`src/rtl/audio_clk_gen.sv`:
```
// ---------------------------------------------------------------------------
// audio_clk_gen
//   Derives an audio bit clock (bclk) and LR clock / frame sync (lrclk) from
//   the PLL output clock. The block waits for a synchronised, filtered PLL
//   lock before running, and drops back to idle as soon as lock is lost.
//   BCLK divider and I2S/TDM mode are sampled only at frame boundaries, so
//   configuration changes never produce a truncated clock pulse.
//
// Ports
//   clkin       in   single clock, all logic on rising edge
//   reset       in   asynchronous active-high reset
//   pll_lock    in   PLL lock, asynchronous to clkin
//   div_sel     in   BCLK half-period = div_sel+1 clkin cycles
//   tdm_mode    in   0: I2S 50% LRCLK, 1: TDM one-BCLK frame sync
//   bclk        out  bit clock
//   lrclk       out  LR clock (I2S) or frame sync (TDM)
//   bclk_rise   out  one-cycle strobe, bclk just became 1
//   bclk_fall   out  one-cycle strobe, bclk just became 0
//   frame_start out  one-cycle strobe at the first cycle of each frame
//   slot_idx    out  current slot in frame
//   bit_idx     out  current bit in slot
//   running     out  block is in RUN
//
// state | meaning
// IDLE  | no synchronised lock; everything held at 0
// FILT  | lock seen; counting down the lock qualification window
// RUN   | generating bclk / lrclk
// ---------------------------------------------------------------------------
module audio_clk_gen #(
    parameter int SLOT_W    = 32,
    parameter int N_SLOTS   = 2,
    parameter int LOCK_FILT = 1024,
    parameter int DIV_W     = 4
) (
    input  logic                       clkin,
    input  logic                       reset,
    input  logic                       pll_lock,
    input  logic [DIV_W-1:0]           div_sel,
    input  logic                       tdm_mode,
    output logic                       bclk,
    output logic                       lrclk,
    output logic                       bclk_rise,
    output logic                       bclk_fall,
    output logic                       frame_start,
    output logic [$clog2(N_SLOTS)-1:0] slot_idx,
    output logic [$clog2(SLOT_W)-1:0]  bit_idx,
    output logic                       running
);

    localparam int BIT_W  = $clog2(SLOT_W);
    localparam int SLOT_IW = $clog2(N_SLOTS);
    localparam int FILT_W = (LOCK_FILT > 1) ? $clog2(LOCK_FILT) : 1;

    localparam logic [BIT_W-1:0]   BIT_LAST  = BIT_W'(SLOT_W - 1);
    localparam logic [SLOT_IW-1:0] SLOT_LAST = SLOT_IW'(N_SLOTS - 1);
    localparam logic [FILT_W-1:0]  FILT_LOAD = FILT_W'(LOCK_FILT - 1);

    typedef enum logic [1:0] {
        IDLE = 2'd0,
        FILT = 2'd1,
        RUN  = 2'd2
    } state_t;

    state_t             state;
    logic               lock_meta;
    logic               lock_s;
    logic [FILT_W-1:0]  filt_cnt;
    logic [DIV_W-1:0]   half_cnt;
    logic [DIV_W-1:0]   cfg_div;
    logic               cfg_tdm;
    logic [SLOT_IW-1:0] slot_nxt;

    assign slot_nxt = slot_idx + 1'b1;

    always_ff @(posedge clkin or posedge reset) begin
        if (reset) begin
            lock_meta <= 1'b0;
            lock_s    <= 1'b0;
        end else begin
            lock_meta <= pll_lock;
            lock_s    <= lock_meta;
        end
    end

    always_ff @(posedge clkin or posedge reset) begin
        if (reset) begin
            state       <= IDLE;
            filt_cnt    <= '0;
            half_cnt    <= '0;
            cfg_div     <= '0;
            cfg_tdm     <= 1'b0;
            bclk        <= 1'b0;
            lrclk       <= 1'b0;
            bclk_rise   <= 1'b0;
            bclk_fall   <= 1'b0;
            frame_start <= 1'b0;
            slot_idx    <= '0;
            bit_idx     <= '0;
            running     <= 1'b0;
        end else begin
            bclk_rise   <= 1'b0;
            bclk_fall   <= 1'b0;
            frame_start <= 1'b0;

            // Lock loss overrides everything, including a pending RUN entry.
            if (!lock_s) begin
                state    <= IDLE;
                filt_cnt <= '0;
                half_cnt <= '0;
                cfg_div  <= '0;
                cfg_tdm  <= 1'b0;
                bclk     <= 1'b0;
                lrclk    <= 1'b0;
                slot_idx <= '0;
                bit_idx  <= '0;
                running  <= 1'b0;
            end else begin
                case (state)
                    IDLE: begin
                        state    <= FILT;
                        filt_cnt <= FILT_LOAD;
                    end

                    FILT: begin
                        if (filt_cnt == '0) begin
                            state       <= RUN;
                            running     <= 1'b1;
                            cfg_div     <= div_sel;
                            cfg_tdm     <= tdm_mode;
                            half_cnt    <= '0;
                            bclk        <= 1'b0;
                            slot_idx    <= '0;
                            bit_idx     <= '0;
                            frame_start <= 1'b1;
                            // Slot 0 bit 0: frame sync high in TDM, left channel in I2S.
                            lrclk       <= tdm_mode;
                        end else begin
                            filt_cnt <= filt_cnt - 1'b1;
                        end
                    end

                    RUN: begin
                        if (half_cnt == cfg_div) begin
                            half_cnt <= '0;
                            bclk     <= ~bclk;
                            if (!bclk) begin
                                bclk_rise <= 1'b1;
                            end else begin
                                // Falling edge: advance bit/slot position.
                                bclk_fall <= 1'b1;
                                if (bit_idx == BIT_LAST) begin
                                    bit_idx <= '0;
                                    if (slot_idx == SLOT_LAST) begin
                                        // Frame boundary: only place config is resampled.
                                        slot_idx    <= '0;
                                        frame_start <= 1'b1;
                                        cfg_div     <= div_sel;
                                        cfg_tdm     <= tdm_mode;
                                        lrclk       <= tdm_mode;
                                    end else begin
                                        slot_idx <= slot_nxt;
                                        // Upper half of the slots is the right channel.
                                        lrclk    <= cfg_tdm ? 1'b0 : slot_nxt[SLOT_IW-1];
                                    end
                                end else begin
                                    bit_idx <= bit_idx + 1'b1;
                                    lrclk   <= cfg_tdm ? 1'b0 : slot_idx[SLOT_IW-1];
                                end
                            end
                        end else begin
                            half_cnt <= half_cnt + 1'b1;
                        end
                    end

                    default: begin
                        state <= IDLE;
                    end
                endcase
            end
        end
    end

endmodule

```
`config.mk`:
```
export PLATFORM = sky130hd
export DESIGN_NAME = audio_clk_gen
export DESIGN_NICKNAME = d
export VERILOG_FILES = /design/src/rtl/audio_clk_gen.sv
export SDC_FILE = /design/constraint.sdc
export NUM_CORES = 1
export LEC_CHECK = 0
export BUFFER_PORTS_ARGS = -buffer_cell sky130_fd_sc_hd__buf_2
export CORE_ASPECT_RATIO = 1.4
export CORE_MARGIN = 2
export CORE_UTILIZATION = 30
export CTS_CLUSTER_DIAMETER = 60
export DETAILED_ROUTE_END_ITERATION = 12
export PLACE_DENSITY_LB_ADDON = 0.05
export SETUP_SLACK_MARGIN = 0.3
export SYNTH_ARGS = -nofsm -noshare
export SYNTH_HDL_FRONTEND = slang
export SYNTH_SLANG_ARGS = --single-unit
```
`constraint.sdc`:
```
create_clock -name clkin -period 2.5 [get_ports clkin]
set_clock_uncertainty 0.1 [all_clocks]
set_input_delay 0.25 -clock clkin [delete_from_list [all_inputs] [get_ports clkin]]
set_output_delay 0.25 -clock clkin [all_outputs]
set_load 0.005 [all_outputs]
```
; After elaboration in Yosys (flattened, before gate mapping)
; Index checks and enable logic that the tools add are counted.
[op_classes]
add_sub_neg = 4
eq_ne = 15
n_mux = 66
bitwise = 1
n_reduce_logical = 10
[ops]
columns = operator, count
row1 = $mux W1, 38
row2 = $mux W4, 9
row3 = $mux W5, 5
row4 = $mux W10, 2
row5 = $pmux W10 S2, 1
row6 = $ne A3 B3 Y1 const B, 6
row7 = $pmux W4 S2, 2
row8 = $logic_not A10 Y1, 1
row9 = $pmux W1 S2, 5
row10 = $pmux W5 S2, 1
row11 = $sub A10 B1 Y10 const B, 1
row12 = $reduce_and A2 Y1, 4
row13 = $ne A3 B1 Y1 const B, 2
row14 = $pmux W2 S3, 1
row15 = $reduce_and A6 Y1, 1
row16 = $add A5 B1 Y5 const B, 1
row17 = $eq A5 B5 Y1 const B, 1
row18 = $reduce_and A5 Y1, 1
row19 = $add A4 B1 Y4 const B, 1
row20 = $eq A4 B4 Y1, 1
row21 = $mux W2, 2
row22 = $ne A2 B1 Y1 const B, 2
row23 = $reduce_and A4 Y1, 1
row24 = $reduce_and A3 Y1, 1
row25 = 6 further kinds, 6
[word_totals]
reg_bits = 35
in_bits = 8
output_inout_bits = 12
word_cells = 111

; Depth between registers and ports, before layout
[logic_depth]
depth_word = 8
mapped_depth = 8
depth_no_buf = 7

; Worst setup path after synthesis
; No wires, ideal clock.
[synth_path]
kind = flip-flop to flip-flop
start = register state[1]
end = register half_cnt[0]
setup_time_ps = 125
arrival_ps = 1706
required_ps = 2275
path_slack_ps = 569
stages_incl_launch_ff = 8
path_buffers = 1
period_less_slack_ps = 1931
cell_sequence = dfrtp_1 -> inv_1 -> ha_1 -> nor2b_1 -> a311oi_2 -> buf_6 -> nor3_2 -> mux2_2
[synth_via]
elab_chain_cells = 3
elab_cells_between_ends = 7
classes_between = 4 x eq/ne / 2 x mux / 1 x reduce/logical
[synth_lines]
columns = element, line_no
row1 = start: declaration, 64  ; state_t state;
row2 = start signal: assignment, 87  ; state <= IDLE;
row3 = start signal: assignment, 107  ; state <= IDLE;
row4 = start signal: assignment, 120  ; state <= FILT;
row5 = $eq A2 B2 Y1 or $eq A2 B1 Y1 (tied branches), 118  ; case (state)
row6 = "$pmux W4 S2, or another cell as far along", 118
row7 = $mux W4 or $reduce_and A2 Y1 (tied branches), -
row8 = end signal: assignment, 171  ; half_cnt <= half_cnt + 1'b1;
row9 = end: declaration, 68  ; logic [DIV_W-1:0] half_cnt;
; Parallel ways exist; a longest one is shown, timed or not.
; A chain may end at the register's enable or synchronous reset.

; Worst setup path in the final report
[layout_path]
start = register filt_cnt[0]
end = register bclk
[layout_via]
elab_chain_cells = 3
[layout_lines]
columns = element, line_no
row1 = start: declaration, 67  ; logic [FILT_W-1:0] filt_cnt;
row2 = start signal: assignment, 138  ; filt_cnt <= filt_cnt - 1'b1;
row3 = $logic_not A10 Y1, 125  ; if (filt_cnt == '0) begin
row4 = $ne A3 B3 Y1 (no line), -
row5 = $reduce_and A3 Y1 (no line), -
row6 = end signal: assignment, 145  ; bclk <= ~bclk;
row7 = end: declaration, 40  ; output logic bclk,
; Every way passes these cells.

==> flow_metrics.py <==
metrics = {
    "route": {
        "wl_per_cell_um": 15.6,
        "drc": 0,
        "ant_nets": 0,
        "drtPass1Iterations": 5,
        "wirelength_mm": 4.75,
        "viasPerCell": 5.30,
        "vias": 1618,
        "drtIter0Drc": 68,
    },
    "floorplanning": {
        "rows": 35,
        "initial_utilization_pct": 30.5,
        "coreArea_um2": 6480,
        "die_w_um": 72.6,
        "fp.dieH_um": 100,
        "ioPinCount": 20,
        "floorplan.die_area_um2": 7260,
    },
    "clocking": {
        "cts-root-buf": "clkbuf_8",
        "clock_path_buffers": 2,
        "clk_pin_slew_ns": 0.07,
        "h-tree-depth": 2,
        "cts_tree": "built",
        "clock-sinks": 35,
        "cts_buffers": 5,
        "clkLatencyLatePin_ns": 0.29,
    },
    "sta": {
        "tightest_slew_ns": 0.475,
        "fin_crit_sh_pct": 83.1,
        "finalSetupViolCount": 0,
        "layout_setup_ws_ns": 0.423,
        "period_needed_ns": 2.08,
        "hold_viol_final": 0,
        "rsz0062_at_grt": "false",
        "setup_tns_ns": 0,
        "slew_viol_final": 0,
        "max_freq_mhz": 481,
        "whs_ns": 0.109,
        "relSlewSlack_pct": 68.3,
    },
    "pwr": {
        "clkPwrFrac_pct": 24.2,
        "power.share.sequential_pct": 41.6,
        "netSwitchingPower_mw": 0.694,
        "p_int_mw": 1.17,
        "power_frac_comb_pct": 34.2,
        "max-vdd-ir-drop_v": 0.000443,
        "leakagePower_nw": 1.11,
        "p_per_area_nw_per_um2": 799,
        "switching_share_pct": 37.2,
    },
    "yosys": {
        "syn_inst": 202,
        "ys_warn_count": 0,
        "yosysSeqAreaShare_pct": 44.4,
        "syn-mean-instance-area_um2": 9.77,
        "ys_seq_elements": 35,
        "syn_area_um2": 1970,
        "syn_nets": 218,
        "synth_cell_type_count": 47,
    },
    "worst_setup_path": {
        "path_max_fanout": 11,
        "cp.buffers_inverters": 2,
        "cp_slowest_cell": "dfrtp_1",
        "critPathArrivalTime_ns": 2.15,
        "crit_chain": "inv_1 > ha_2 > nor4b_4 > a311oi_2 > buf_6 > a21oi_4 > mux2_1",
        "critPathTopFamily": "flip-flops",
        "cpPeakStageDelay_ns": 0.40,
        "crit_type": "flop to flop",
        "worstSetupStartpointType": "flop",
        "required_ns": 2.57,
        "worstSetupEndpointType": "flop",
    },
    "place": {
        "place_congestion": 0.764,
        "dp_slack_ns": 0.327,
        "io_buffers": 19,
        "dp.cells": 293,
        "dpl.hpwl_mm": 3.47,
    },
    "cells_and_area": {
        "drive_gt1_share_pct": 23.4,
        "seq_area_um2": 876,
        "nets": 246,
        "multiInputGateArea_um2": 1020,
        "fill_cells": 647,
        "final_util_pct": 36.0,
        "diodes": 0,
        "area_delta_synth_final_pct": 18.1,
        "stdcell_count": 305,
    },
    "global_routing": {
        "grt_pass1_vias": 1666,
        "overflow": 0,
        "grt_usage_pct": 14.4,
        "grt_pass1_wl_mm": 8.20,
        "antenna_found_initial": 0,
        "grt_max_degree": 36,
    },
    "min_path": {
        "hold_path_class": "input pin to flop",
    },
    "run_status": {
        "status": "complete, no violations",
    },
    "job": {
        "maxCapViolCount": 0,
    },
}
logic make-up (layout without fill, tap and decap cells):
| group | count (synthesis) | in the layout | synth area share (%) |
|---|---|---|---|
| buf+inv | 24 | 53 | 5.01 |
| compound gates | 50 | 50 | 18.3 |
| mux | 8 | 8 | 4.18 |
| xor+xnor | 5 | 5 | 2.22 |
| flops | 35 | 35 | 44.4 |
| simple gates | 72 | 72 | 20.8 |
| fa+ha+maj | 8 | 8 | 5.07 |
state kept, by name (all words and copies together) (netlist names):
name and cells:
lrclk 1, filt_cnt 10, lock_s 1, bit_idx 5
running 1, cfg_tdm 1, frame_start 1, state 2
lock_meta 1, half_cnt 4, bclk_rise 1, cfg_div 4
slot_idx 1, bclk 1, bclk_fall 1
cells in the final DEF, fill, tap and decap left out, types with 5 or more instances in the layout:
| cell type | instances |
|---|---|
| inv_1 | 14 |
| clkbuf_8 | 7 |
| xor2_1 | 5 |
| and3_1 | 6 |
| ha_1 | 5 |
| nor2_1 | 10 |
| nand3_1 | 9 |
| dfrtp_1 | 35 |
| nand2_1 | 26 |
| buf_2 | 19 |
| a21oi_1 | 9 |
| o21ai_0 | 13 |
| buf_4 | 7 |
| mux2i_1 | 6 |
power by group through the flow:
stage	logic (mW)	registers [mW]	clock network (mW)
after detailed placement	0.615	0.784	0
after global routing	0.726	0.790	0.491
after CTS	0.620	0.772	0.474
after global placement	0.602	0.780	0
final	0.637	0.775	0.451
after floorplan	0.460	0.749	0
final timing paths:
check	from	end	slack, ns	cells past startpoint
worst max-delay path	filt_cnt[0]$_DFFE_PP0P_	bclk$_DFFE_PP0P_	0.42	7
worst min-delay path	div_sel[1]	cfg_div[1]$_DFFE_PP0P_	0.11	3
worst max register to register	filt_cnt[0]$_DFFE_PP0P_	bclk$_DFFE_PP0P_	0.42	7
worst min register to register	lock_meta$_DFF_PP0_	lock_s$_DFF_PP0_	0.25	0
max in group asynchronous	reset	filt_cnt[7]$_DFFE_PP0P_	1.45	4
min in group asynchronous	reset	lrclk$_DFFE_PP0P_	0.51	4
synth_stat cells, drive strengths merged:
cell	number	area [um2]
nand2b	2	12.5
a211oi	1	7.51
clkinv	1	3.75
a22oi	1	7.51
o41ai	3	33.8
inv	15	56.3
mux2	2	22.5
nand3b	2	15.0
or4	1	11.3
o21ai	15	78.8
mux2i	6	60.1
nand3	9	45.0
nor4	2	42.5
or3	2	12.5
nor3	5	30.0
clkbuf	6	22.5
a21oi	11	66.3
nand4	2	12.5
a22o	3	26.3
and3	6	37.5
nor2b	2	12.5
nor4b	2	38.8
nor2	10	37.5
xor2	5	43.8
o21a	1	7.51
a32oi	1	8.76
o31ai	4	35.0
o211a	1	10.0
a311oi	2	23.8
ha	8	100
and2	1	6.26
buf	2	16.3
dfrtp	35	876
o221a	1	11.3
a32o	2	20.0
a31oi	4	25.0
nand2	26	97.6
per-layer routing:
layer | GRT usage, % | share of wire [%] | vias up
met3 | 2.71 | 2.3 | 15
li1 | - | - | 774
met4 | 5.56 | 2.5 | 0
met2 | 26.0 | 55 | 29
met1 | 16.5 | 41 | 800
met5 | 0 | 0 | -
area by class of cell:
cell class | instances | area share (%)
Sequential cell | 35 | 37.6
Timing Repair Buffer | 29 | 7.68
Tap cell | 74 | 3.97
Inverter | 16 | 2.58
Multi-Input combinational cell | 143 | 43.9
Clock buffer | 8 | 4.29
worst min-delay path, cell delays in order:
cell and delay (ns):
buf_2 0.09, nand2_1 0.05, mux2i_1 0.06
timing repair:
item | in CTS | in global routing
hold buffers | 2 | 0
resized for setup | 0 | 10
endpoints found under the hold margin | 36 | 0
buffers inserted | 0 | 2
endpoints found under the setup margin | 0 | 12
metrics by stage:
stage | cell area, um2 | power, mW
floorplan | 1970 | 1.21
global placement | 2170 | 1.38
detailed placement | 2170 | 1.40
CTS | 2290 | 1.87
global route | 2330 | 2.01
finish | 2330 | 1.86
(Power assumes the default switching activity.)
